## config.mk

```make
export PLATFORM = sky130hd
export DESIGN_NAME = dc_blocker_mc
export DESIGN_NICKNAME = d
export VERILOG_FILES = /design/src/rtl/dc_blocker_pkg.sv /design/src/rtl/dc_blocker_state_ram.sv /design/src/rtl/dc_blocker_mc.sv
export SDC_FILE = /design/constraint.sdc
export NUM_CORES = 2
export LEC_CHECK = 0
export ABC_CLOCK_PERIOD_IN_PS = 9760
export CAP_MARGIN = 20
export CORE_ASPECT_RATIO = 1.75
export CORE_MARGIN = 2
export CORE_UTILIZATION = 44
export DETAILED_ROUTE_END_ITERATION = 8
export PLACE_DENSITY = 0.64
export SKIP_CTS_REPAIR_TIMING = 1
export SYNTH_ARGS = -nofsm -noshare
export SYNTH_HDL_FRONTEND = slang
export SYNTH_SLANG_ARGS = --single-unit
```

## constraint.sdc

```tcl
create_clock -name clk -period 9.76 [get_ports clk]
set_input_delay 2.44 -clock clk [delete_from_list [all_inputs] [get_ports clk]]
set_output_delay 2.44 -clock clk [all_outputs]
set_load 0.02 [all_outputs]
```

## src/rtl/dc_blocker_pkg.sv

```systemverilog
`default_nettype none
// +----------------------------------------------------------------------------+
// | Module      : dc_blocker_pkg                                               |
// | Description : Shared types and helpers for the multi-channel DC blocker:   |
// |               FSM state encoding, signed saturation, and a constant-time   |
// |               helper that turns a real alpha into its fixed-point code.    |
// | Revision    : 1.0 - initial release                                        |
// +----------------------------------------------------------------------------+
package dc_blocker_pkg;

   typedef enum logic [1:0] {
      IDLE   = 2'd0,
      MULT   = 2'd1,
      UPDATE = 2'd2
   } states_t;

   // Clamp a signed value into the two's complement range of 'width' bits.
   // Width is always a constant at the call site, so the bounds fold away.
   function automatic logic signed [63:0] sat_signed(input logic signed [63:0] value,
                                                     input int                 width);
      logic signed [63:0] hi;
      logic signed [63:0] lo;
      hi = (64'sd1 <<< (width - 1)) - 64'sd1;
      lo = -(64'sd1 <<< (width - 1));
      if (value > hi) begin
         return hi;
      end else if (value < lo) begin
         return lo;
      end else begin
         return value;
      end
   endfunction

   // Alpha code for an unsigned Q0.(internal_dw-1) coefficient, rounded to
   // nearest. Intended for elaboration-time use by instantiating levels.
   function automatic logic [63:0] alpha_from_real(input real a, input int internal_dw);
      real scaled;
      scaled = a * (2.0 ** (internal_dw - 1)) + 0.5;
      return 64'($rtoi(scaled));
   endfunction

endpackage
`default_nettype wire

```

## src/rtl/dc_blocker_state_ram.sv

```systemverilog
`default_nettype none
// +----------------------------------------------------------------------------+
// | Module      : dc_blocker_state_ram                                         |
// | Description : Per-channel x[n-1] / y[n-1] register file. One asynchronous |
// |               read port, one write port, synchronous clear of all entries. |
// | Ports       : clk, rst      - clock, async active-high reset               |
// |               clear_i       - zero every entry at the next edge (wins      |
// |                               over a write in the same cycle)              |
// |               rd_ch_i       - read channel; rd_x_o / rd_y_o combinational  |
// |               wr_en_i, wr_ch_i, wr_x_i, wr_y_i - write port                |
// | Revision    : 1.0 - initial release                                        |
// +----------------------------------------------------------------------------+
module dc_blocker_state_ram #(
   parameter int NUM_CH = 4,
   parameter int CH_W   = 2,
   parameter int DW     = 21
) (
   input  logic                 clk,
   input  logic                 rst,
   input  logic                 clear_i,
   input  logic [CH_W-1:0]      rd_ch_i,
   output logic signed [DW-1:0] rd_x_o,
   output logic signed [DW-1:0] rd_y_o,
   input  logic                 wr_en_i,
   input  logic [CH_W-1:0]      wr_ch_i,
   input  logic signed [DW-1:0] wr_x_i,
   input  logic signed [DW-1:0] wr_y_i
);

   logic signed [DW-1:0] x_prev_q [NUM_CH];
   logic signed [DW-1:0] x_prev_d [NUM_CH];
   logic signed [DW-1:0] y_prev_q [NUM_CH];
   logic signed [DW-1:0] y_prev_d [NUM_CH];

   always_comb begin
      for (int i = 0; i < NUM_CH; i++) begin
         x_prev_d[i] = x_prev_q[i];
         y_prev_d[i] = y_prev_q[i];
         if (clear_i) begin
            x_prev_d[i] = '0;
            y_prev_d[i] = '0;
         end else if (wr_en_i && (wr_ch_i == CH_W'(i))) begin
            x_prev_d[i] = wr_x_i;
            y_prev_d[i] = wr_y_i;
         end
      end
   end

   always_ff @(posedge clk or posedge rst) begin
      if (rst) begin
         for (int i = 0; i < NUM_CH; i++) begin
            x_prev_q[i] <= '0;
            y_prev_q[i] <= '0;
         end
      end else begin
         for (int i = 0; i < NUM_CH; i++) begin
            x_prev_q[i] <= x_prev_d[i];
            y_prev_q[i] <= y_prev_d[i];
         end
      end
   end

   // Unpopulated tag codes (NUM_CH not a power of two) read as zero.
   always_comb begin
      rd_x_o = '0;
      rd_y_o = '0;
      for (int i = 0; i < NUM_CH; i++) begin
         if (rd_ch_i == CH_W'(i)) begin
            rd_x_o = x_prev_q[i];
            rd_y_o = y_prev_q[i];
         end
      end
   end

endmodule
`default_nettype wire

```

## src/rtl/dc_blocker_mc.sv

```systemverilog
`default_nettype none
// +----------------------------------------------------------------------------+
// | Module      : dc_blocker_mc                                                |
// | Description : Time-multiplexed DC blocking filter                          |
// |               y[n] = x[n] - x[n-1] + alpha*y[n-1], one datapath shared by  |
// |               NUM_CH channels. One sample in flight, 3 cycles per sample,  |
// |               valid_o two cycles after the accepting edge.                 |
// | Ports       : clk, rst         - clock, async active-high reset            |
// |               data_i, ch_i, valid_i, ready_o, en_i - sample input          |
// |               bypass_i, alpha_i - per-sample controls, sampled at accept   |
// |               clear_i          - zero all channel state, abort in-flight   |
// |               valid_o, ch_o, data_o - output strobe, tag, signed sample    |
// | Revision    : 1.0 - initial release                                        |
// +----------------------------------------------------------------------------+
module dc_blocker_mc
   import dc_blocker_pkg::*;
#(
   parameter int  INPUT_DW           = 12,
   parameter int  INTERNAL_FRAC_BITS = 8,
   parameter int  OUTPUT_FRAC_BITS   = 4,
   parameter int  NUM_CH             = 4,
   parameter int  INPUT_SIGNED       = 0,
   localparam int INTERNAL_DW        = INPUT_DW + INTERNAL_FRAC_BITS + 1,
   localparam int OUTPUT_DW          = INPUT_DW + OUTPUT_FRAC_BITS + 1,
   localparam int CH_W               = (NUM_CH > 1) ? $clog2(NUM_CH) : 1
) (
   input  logic                        clk,
   input  logic                        rst,
   input  logic [INPUT_DW-1:0]         data_i,
   input  logic [CH_W-1:0]             ch_i,
   input  logic                        valid_i,
   output logic                        ready_o,
   input  logic                        en_i,
   input  logic                        bypass_i,
   input  logic                        clear_i,
   input  logic [INTERNAL_DW-1:0]      alpha_i,
   output logic                        valid_o,
   output logic [CH_W-1:0]             ch_o,
   output logic signed [OUTPUT_DW-1:0] data_o
);

   localparam int OUT_SHIFT = INTERNAL_FRAC_BITS - OUTPUT_FRAC_BITS;
   // p and the pre-saturation sum carry two guard bits: alpha may approach 2.0,
   // so |p| can reach twice the state magnitude.
   localparam int P_W       = INTERNAL_DW + 2;
   localparam int SUM_W     = INTERNAL_DW + 2;
   localparam int PROD_W    = 2 * INTERNAL_DW + 1;
   localparam logic [CH_W:0] NUM_CH_EXT = (CH_W + 1)'(NUM_CH);

   states_t                       state_q, state_d;
   logic signed [INTERNAL_DW-1:0] x_q, x_d;
   logic [CH_W-1:0]               ch_q, ch_d;
   logic                          byp_q, byp_d;
   logic [INTERNAL_DW-1:0]        alpha_q, alpha_d;
   logic signed [P_W-1:0]         p_q, p_d;
   logic                          valid_o_q, valid_o_d;
   logic signed [OUTPUT_DW-1:0]   data_o_q, data_o_d;
   logic [CH_W-1:0]               ch_o_q, ch_o_d;

   logic                          sign_bit;
   logic signed [INTERNAL_DW-1:0] x_ext;
   logic                          ch_in_range;
   logic                          accept;
   logic signed [INTERNAL_DW-1:0] rd_x;
   logic signed [INTERNAL_DW-1:0] rd_y;
   logic signed [PROD_W-1:0]      prod;
   logic signed [SUM_W-1:0]       sum;
   logic signed [INTERNAL_DW-1:0] y_sat;
   logic signed [OUTPUT_DW-1:0]   y_out;
   logic signed [OUTPUT_DW-1:0]   x_out;
   logic                          wr_en;

   // Input lands with INTERNAL_FRAC_BITS of fraction and one sign bit on top;
   // unsigned samples get a zero sign so they stay non-negative.
   assign sign_bit    = (INPUT_SIGNED != 0) ? data_i[INPUT_DW-1] : 1'b0;
   assign x_ext       = INTERNAL_DW'($signed({sign_bit, data_i})) <<< INTERNAL_FRAC_BITS;
   assign ch_in_range = ({1'b0, ch_i} < NUM_CH_EXT);

   assign ready_o = (state_q == IDLE) && !clear_i;
   assign accept  = valid_i && en_i && ready_o;

   // alpha is unsigned, so a zero MSB is prepended before the signed multiply.
   assign prod  = PROD_W'(rd_y) * PROD_W'($signed({1'b0, alpha_q}));
   assign sum   = SUM_W'(x_q) - SUM_W'(rd_x) + SUM_W'(p_q);
   assign y_sat = INTERNAL_DW'(sat_signed(64'(sum), INTERNAL_DW));
   assign y_out = OUTPUT_DW'(y_sat >>> OUT_SHIFT);
   assign x_out = OUTPUT_DW'(x_q >>> OUT_SHIFT);

   always_comb begin
      state_d   = state_q;
      x_d       = x_q;
      ch_d      = ch_q;
      byp_d     = byp_q;
      alpha_d   = alpha_q;
      p_d       = p_q;
      valid_o_d = 1'b0;
      data_o_d  = data_o_q;
      ch_o_d    = ch_o_q;
      wr_en     = 1'b0;

      unique case (state_q)
         IDLE: begin
            if (accept) begin
               x_d     = x_ext;
               ch_d    = ch_i;
               // A tag with no backing state is forced through the bypass path.
               byp_d   = bypass_i || !ch_in_range;
               alpha_d = alpha_i;
               state_d = MULT;
            end
         end
         MULT: begin
            p_d     = P_W'(prod >>> (INTERNAL_DW - 1));
            state_d = UPDATE;
         end
         UPDATE: begin
            wr_en     = !byp_q;
            data_o_d  = byp_q ? x_out : y_out;
            ch_o_d    = ch_q;
            valid_o_d = 1'b1;
            state_d   = IDLE;
         end
         default: begin
            state_d = IDLE;
         end
      endcase

      // Clear aborts the in-flight sample; the output registers keep their
      // last published value.
      if (clear_i) begin
         state_d   = IDLE;
         valid_o_d = 1'b0;
         wr_en     = 1'b0;
         data_o_d  = data_o_q;
         ch_o_d    = ch_o_q;
      end
   end

   always_ff @(posedge clk or posedge rst) begin
      if (rst) begin
         state_q   <= IDLE;
         x_q       <= '0;
         ch_q      <= '0;
         byp_q     <= 1'b0;
         alpha_q   <= '0;
         p_q       <= '0;
         valid_o_q <= 1'b0;
         data_o_q  <= '0;
         ch_o_q    <= '0;
      end else begin
         state_q   <= state_d;
         x_q       <= x_d;
         ch_q      <= ch_d;
         byp_q     <= byp_d;
         alpha_q   <= alpha_d;
         p_q       <= p_d;
         valid_o_q <= valid_o_d;
         data_o_q  <= data_o_d;
         ch_o_q    <= ch_o_d;
      end
   end

   assign valid_o = valid_o_q;
   assign data_o  = data_o_q;
   assign ch_o    = ch_o_q;

   dc_blocker_state_ram #(
      .NUM_CH (NUM_CH),
      .CH_W   (CH_W),
      .DW     (INTERNAL_DW)
   ) u_state_ram (
      .clk     (clk),
      .rst     (rst),
      .clear_i (clear_i),
      .rd_ch_i (ch_q),
      .rd_x_o  (rd_x),
      .rd_y_o  (rd_y),
      .wr_en_i (wr_en),
      .wr_ch_i (ch_q),
      .wr_x_i  (x_q),
      .wr_y_i  (y_sat)
   );

endmodule
`default_nettype wire
```

==> results by stage <==
Status:
- The run finished with clean final reports.

Synth:
- The arithmetic-cell share of the synthesized area counting full adders, half adders and majority gates is 0.3886.
- The share of the Yosys chip area taken by registers is 0.2101.
- Dividing the synthesized area by the synthesized cell count gives 9.177 um^2.
- The portion of synthesized area spent on multiplexers is 0.04068.
- The count of different cell masters after synthesis is 64.
- Among all flip-flop cells after synthesis, the most frequent one is sky130_fd_sc_hd__dfrtp_1.
- The compound-gate portion of the synthesized area is 0.09019.
- Counting flops with an async set or reset pin after synthesis yields a share of 1.000.
- The simple-gate share of the synthesized area is 0.1553.
- The xor/xnor share of the synthesized area is 0.01519.
- The number of instances in the synthesized netlist is 2,765.
- In this run, synthesis inferred 0 flip-flops with an integrated enable.
- In this run, synthesis produced a sequential element count of 213.
- In this run the cell area of the synthesized design comes to 25,370 um^2.
- The net count after synthesis is 3,372.
- After synthesis, the largest family of logic cells by area is adder cells.
- The count of yosys warnings during synthesis is 0.

Final layout:
- Leaving out fill and tap cells, the most frequent cells in the layout are sky130_fd_sc_hd__inv_1 (513), sky130_fd_sc_hd__nand2_1 (427), sky130_fd_sc_hd__fa_1 (370).
- In the final layout, the share of cells above drive strength 1 is 0.05413.
- The final antenna diode count is 0.
- The final layout contains 3,324 nets.
- The synthesis-to-finish area growth is 8.132%.
- The post-route non-filler standard cell count is 3,501.
- Leaving out fill and tap cells, the most frequent cell in the layout is sky130_fd_sc_hd__inv_1.

Die:
- The floorplan step set the die width to 185.5 um.
- The number of top-level pins is 62.
- The region available for standard cell placement spans 57,040 um^2.
- For this configuration, the core starts out at a cell density of 0.4448.
- The initialized floorplan defines 116 standard-cell rows.
- The die extent in y is 321.7 um.
- The die outline area is 59,680 um^2.

STA:
- The final critical-path share of the clock period is 0.8948.
- The worst slew margin relative to its limit is 0.2727.
- Derived from the worst setup path, the maximum achievable clock frequency is 114.5 MHz.
- The setup violation total in the final timing report is 0.
- The final count of hold timing violations was 0.
- The routed design could run at a clock period as short as 8.733 ns.
- The worst setup skew after layout is 0.01822 ns.
- The measured slew at the worst slew-check pin is 1.091 ns.
- The count of pins over their slew limit is 0.
- The setup TNS is 0 ns.
- Setup repair after global routing left no endpoint under its margin.

Clock network:
- The clock net in this run drives a total of 213 sinks.
- The CTS tree is built.
- For the worst-skew pair, the clock arrives at the later sink with an insertion delay of 0.57 ns.
- Counting along the longest clock path gives a buffer depth of 3.
- The number of clock buffers added by TritonCTS is 24.
- The clock input transition at the sequential cells of the worst setup and hold paths is 0.07 ns.
- The clock root buffer master is sky130_fd_sc_hd__clkbuf_16.
- The maximum level of the CTS H-tree is 1.

Worst hold path:
- The class of the tightest hold or removal check is register to register.

GRT:
- The pin count of the biggest net entering global routing is 105.
- The first global-routing pass estimated 115,000 um of wire.
- In the global route stage, overall resource usage came out at 0.2521.
- The via count of the first global-routing pass is 21,190.
- The number of antenna violations at the first check in global routing was 0.
- The total grt overflow is 0.

Drt:
- The remaining design rule violation count is 0.
- The violation count after the first detailed-routing iteration is 949.
- Before antenna repair, the detailed router went through 5 iterations.
- After detailed routing, the average wire length per cell comes to 20.27 um.
- The detailed-route via count is 18,950.
- The detailed-route wire length is 70,970 um.
- The remaining antenna violation count is 0.
- In the routed layout, each cell is associated on average with a via count of 5.412.

Critical path:
- Of all nets on the critical path, the largest fanout is 36.
- The critical path in this run is classified as register to register.
- The startpoint type of the worst setup path is a register.
- The required time of the critical path is 10.19 ns.
- STA classifies the critical path endpoint as a register.
- At the worst endpoint, the arrival time is 9.17 ns.

Placed design:
- The estimated wirelength of the detail-placed design is 53,990 um.
- Counting tap cells, the placed design contains a total of 3,457 instances.
- In this run the tool buffered the top-level ports with 61 buffer cells.
- The placer congestion estimate is 0.9220.

Pwr:
- VDD sags by at most 168.3 uV.
- Total power for the finished layout comes to 4.459 mW.
- Power spread over the standard cell area amounts to 162.5 nW/um^2.
- The leakage power is 13.42 nW.

Run:
- The tool flagged a number of max-cap violations equal to 0.
-- sequential cells by signal, summed over array words and instances (netlist names) --
signal and cells:
p_q 23, alpha_q 21, ch_q 2, valid_o 1, u_state_ram.y_prev_q 84, state_q 2, u_state_ram.x_prev_q 48, data_o 17
byp_q 1, x_q 12, ch_o 2
-- power breakdown --
part	leakage, nW	internal (mW)	total, mW	switching [mW]
clock network	0.427	0.606	1.03	0.424
registers	2.86	0.976	1.22	0.241
logic	10.1	0.733	2.21	1.48
-- kinds of logic after synthesis --
family | Yosys count
multiplexers | 60
flip-flops | 213
AND/OR/NAND/NOR | 846
AO/OA/AOI/OAI | 364
XOR/XNOR | 44
buffers and inverters | 672
adder cells (fa/ha/maj) | 566
-- Yosys cell counts (13+ instances only) --
cell | number | share of area
sky130_fd_sc_hd__and2_1 | 213 | 0.053
sky130_fd_sc_hd__clkbuf_1 | 141 | 0.021
sky130_fd_sc_hd__mux4_2 | 32 | 0.028
sky130_fd_sc_hd__nand3_1 | 20 | 0.0039
sky130_fd_sc_hd__a211oi_1 | 57 | 0.017
sky130_fd_sc_hd__xnor2_1 | 27 | 0.0093
sky130_fd_sc_hd__and3_1 | 13 | 0.0032
sky130_fd_sc_hd__ha_1 | 196 | 0.097
sky130_fd_sc_hd__a31oi_1 | 14 | 0.0035
sky130_fd_sc_hd__mux2_2 | 25 | 0.011
sky130_fd_sc_hd__fa_1 | 370 | 0.29
sky130_fd_sc_hd__inv_1 | 514 | 0.076
sky130_fd_sc_hd__xor2_1 | 17 | 0.0059
sky130_fd_sc_hd__dfrtp_1 | 213 | 0.21
sky130_fd_sc_hd__a21oi_1 | 125 | 0.025
sky130_fd_sc_hd__nand2b_1 | 16 | 0.0039
sky130_fd_sc_hd__nand2_1 | 427 | 0.063
sky130_fd_sc_hd__a21o_1 | 21 | 0.0062
sky130_fd_sc_hd__o21ai_0 | 81 | 0.016
sky130_fd_sc_hd__nor2_1 | 108 | 0.016
-- routing by layer --
layer  wire, um  global-route usage  up-vias
li1           -                   -     8500
met1      25430              0.2792     9644
met2      38540              0.4693      603
met3       3069             0.02680      202
met4       3922              0.1295        0
met5          0                   0        -
-- worst max-delay path: stages (launching register included) --
cell,delay [ns]
sky130_fd_sc_hd__dfrtp_2,1.01
sky130_fd_sc_hd__buf_4,0.34
sky130_fd_sc_hd__mux2_2,0.37
sky130_fd_sc_hd__o21a_1,0.39
sky130_fd_sc_hd__inv_1,0.54
sky130_fd_sc_hd__nor2_1,0.11
sky130_fd_sc_hd__fa_1,0.54
sky130_fd_sc_hd__fa_1,0.42
sky130_fd_sc_hd__fa_1,0.46
sky130_fd_sc_hd__fa_1,0.52
sky130_fd_sc_hd__fa_1,0.43
sky130_fd_sc_hd__fa_1,0.51
sky130_fd_sc_hd__inv_1,0.05
sky130_fd_sc_hd__fa_1,0.50
sky130_fd_sc_hd__inv_1,0.05
sky130_fd_sc_hd__ha_1,0.34
sky130_fd_sc_hd__a21o_1,0.19
sky130_fd_sc_hd__a21oi_1,0.54
sky130_fd_sc_hd__a31oi_1,0.27
sky130_fd_sc_hd__a41oi_1,0.47
sky130_fd_sc_hd__o21ai_1,0.17
sky130_fd_sc_hd__xnor2_1,0.24
sky130_fd_sc_hd__o21ai_1,0.09
-- per-stage QoR --
stage	area [um^2]	hold WS, ns	setup WS, ns	util
after CTS	27420	0.4905	0.9957	0.4807
after global routing	27440	0.5017	0.5771	0.4810
final	27440	0.4861	1.027	0.4810
after detailed placement	26540	0.4692	1.029	0.4653
after global placement	26540	0.4719	1.069	0.4653
after floorplan	25370	0.4498	1.497	-
-- cell type report --
cell class,count,area (um^2)
sequential,213,5333
tap,767,959.7
multi-input combinational,1880,17540
fill,5405,29600
inverter,514,1937
clock buffer,28,635.6
timing repair buffer,84,793.3
clock inverter,15,240.2
-- worst paths after layout --
kind / startpoint / to / slack, ns / depth (start not counted)
worst max-delay path: ch_q[1] / p_q[15] / 1.03 / 22
worst min-delay path: data_o[15] / data_o[15] / 0.49 / 2
worst max register to register: ch_q[1] / p_q[15] / 1.03 / 22
worst min register to register: data_o[15] / data_o[15] / 0.49 / 2
max in group asynchronous: rst / alpha_q[20] / 5.99 / 3
min in group asynchronous: rst / valid_o / 2.42 / 2
Power figures use the tool's default switching activity.
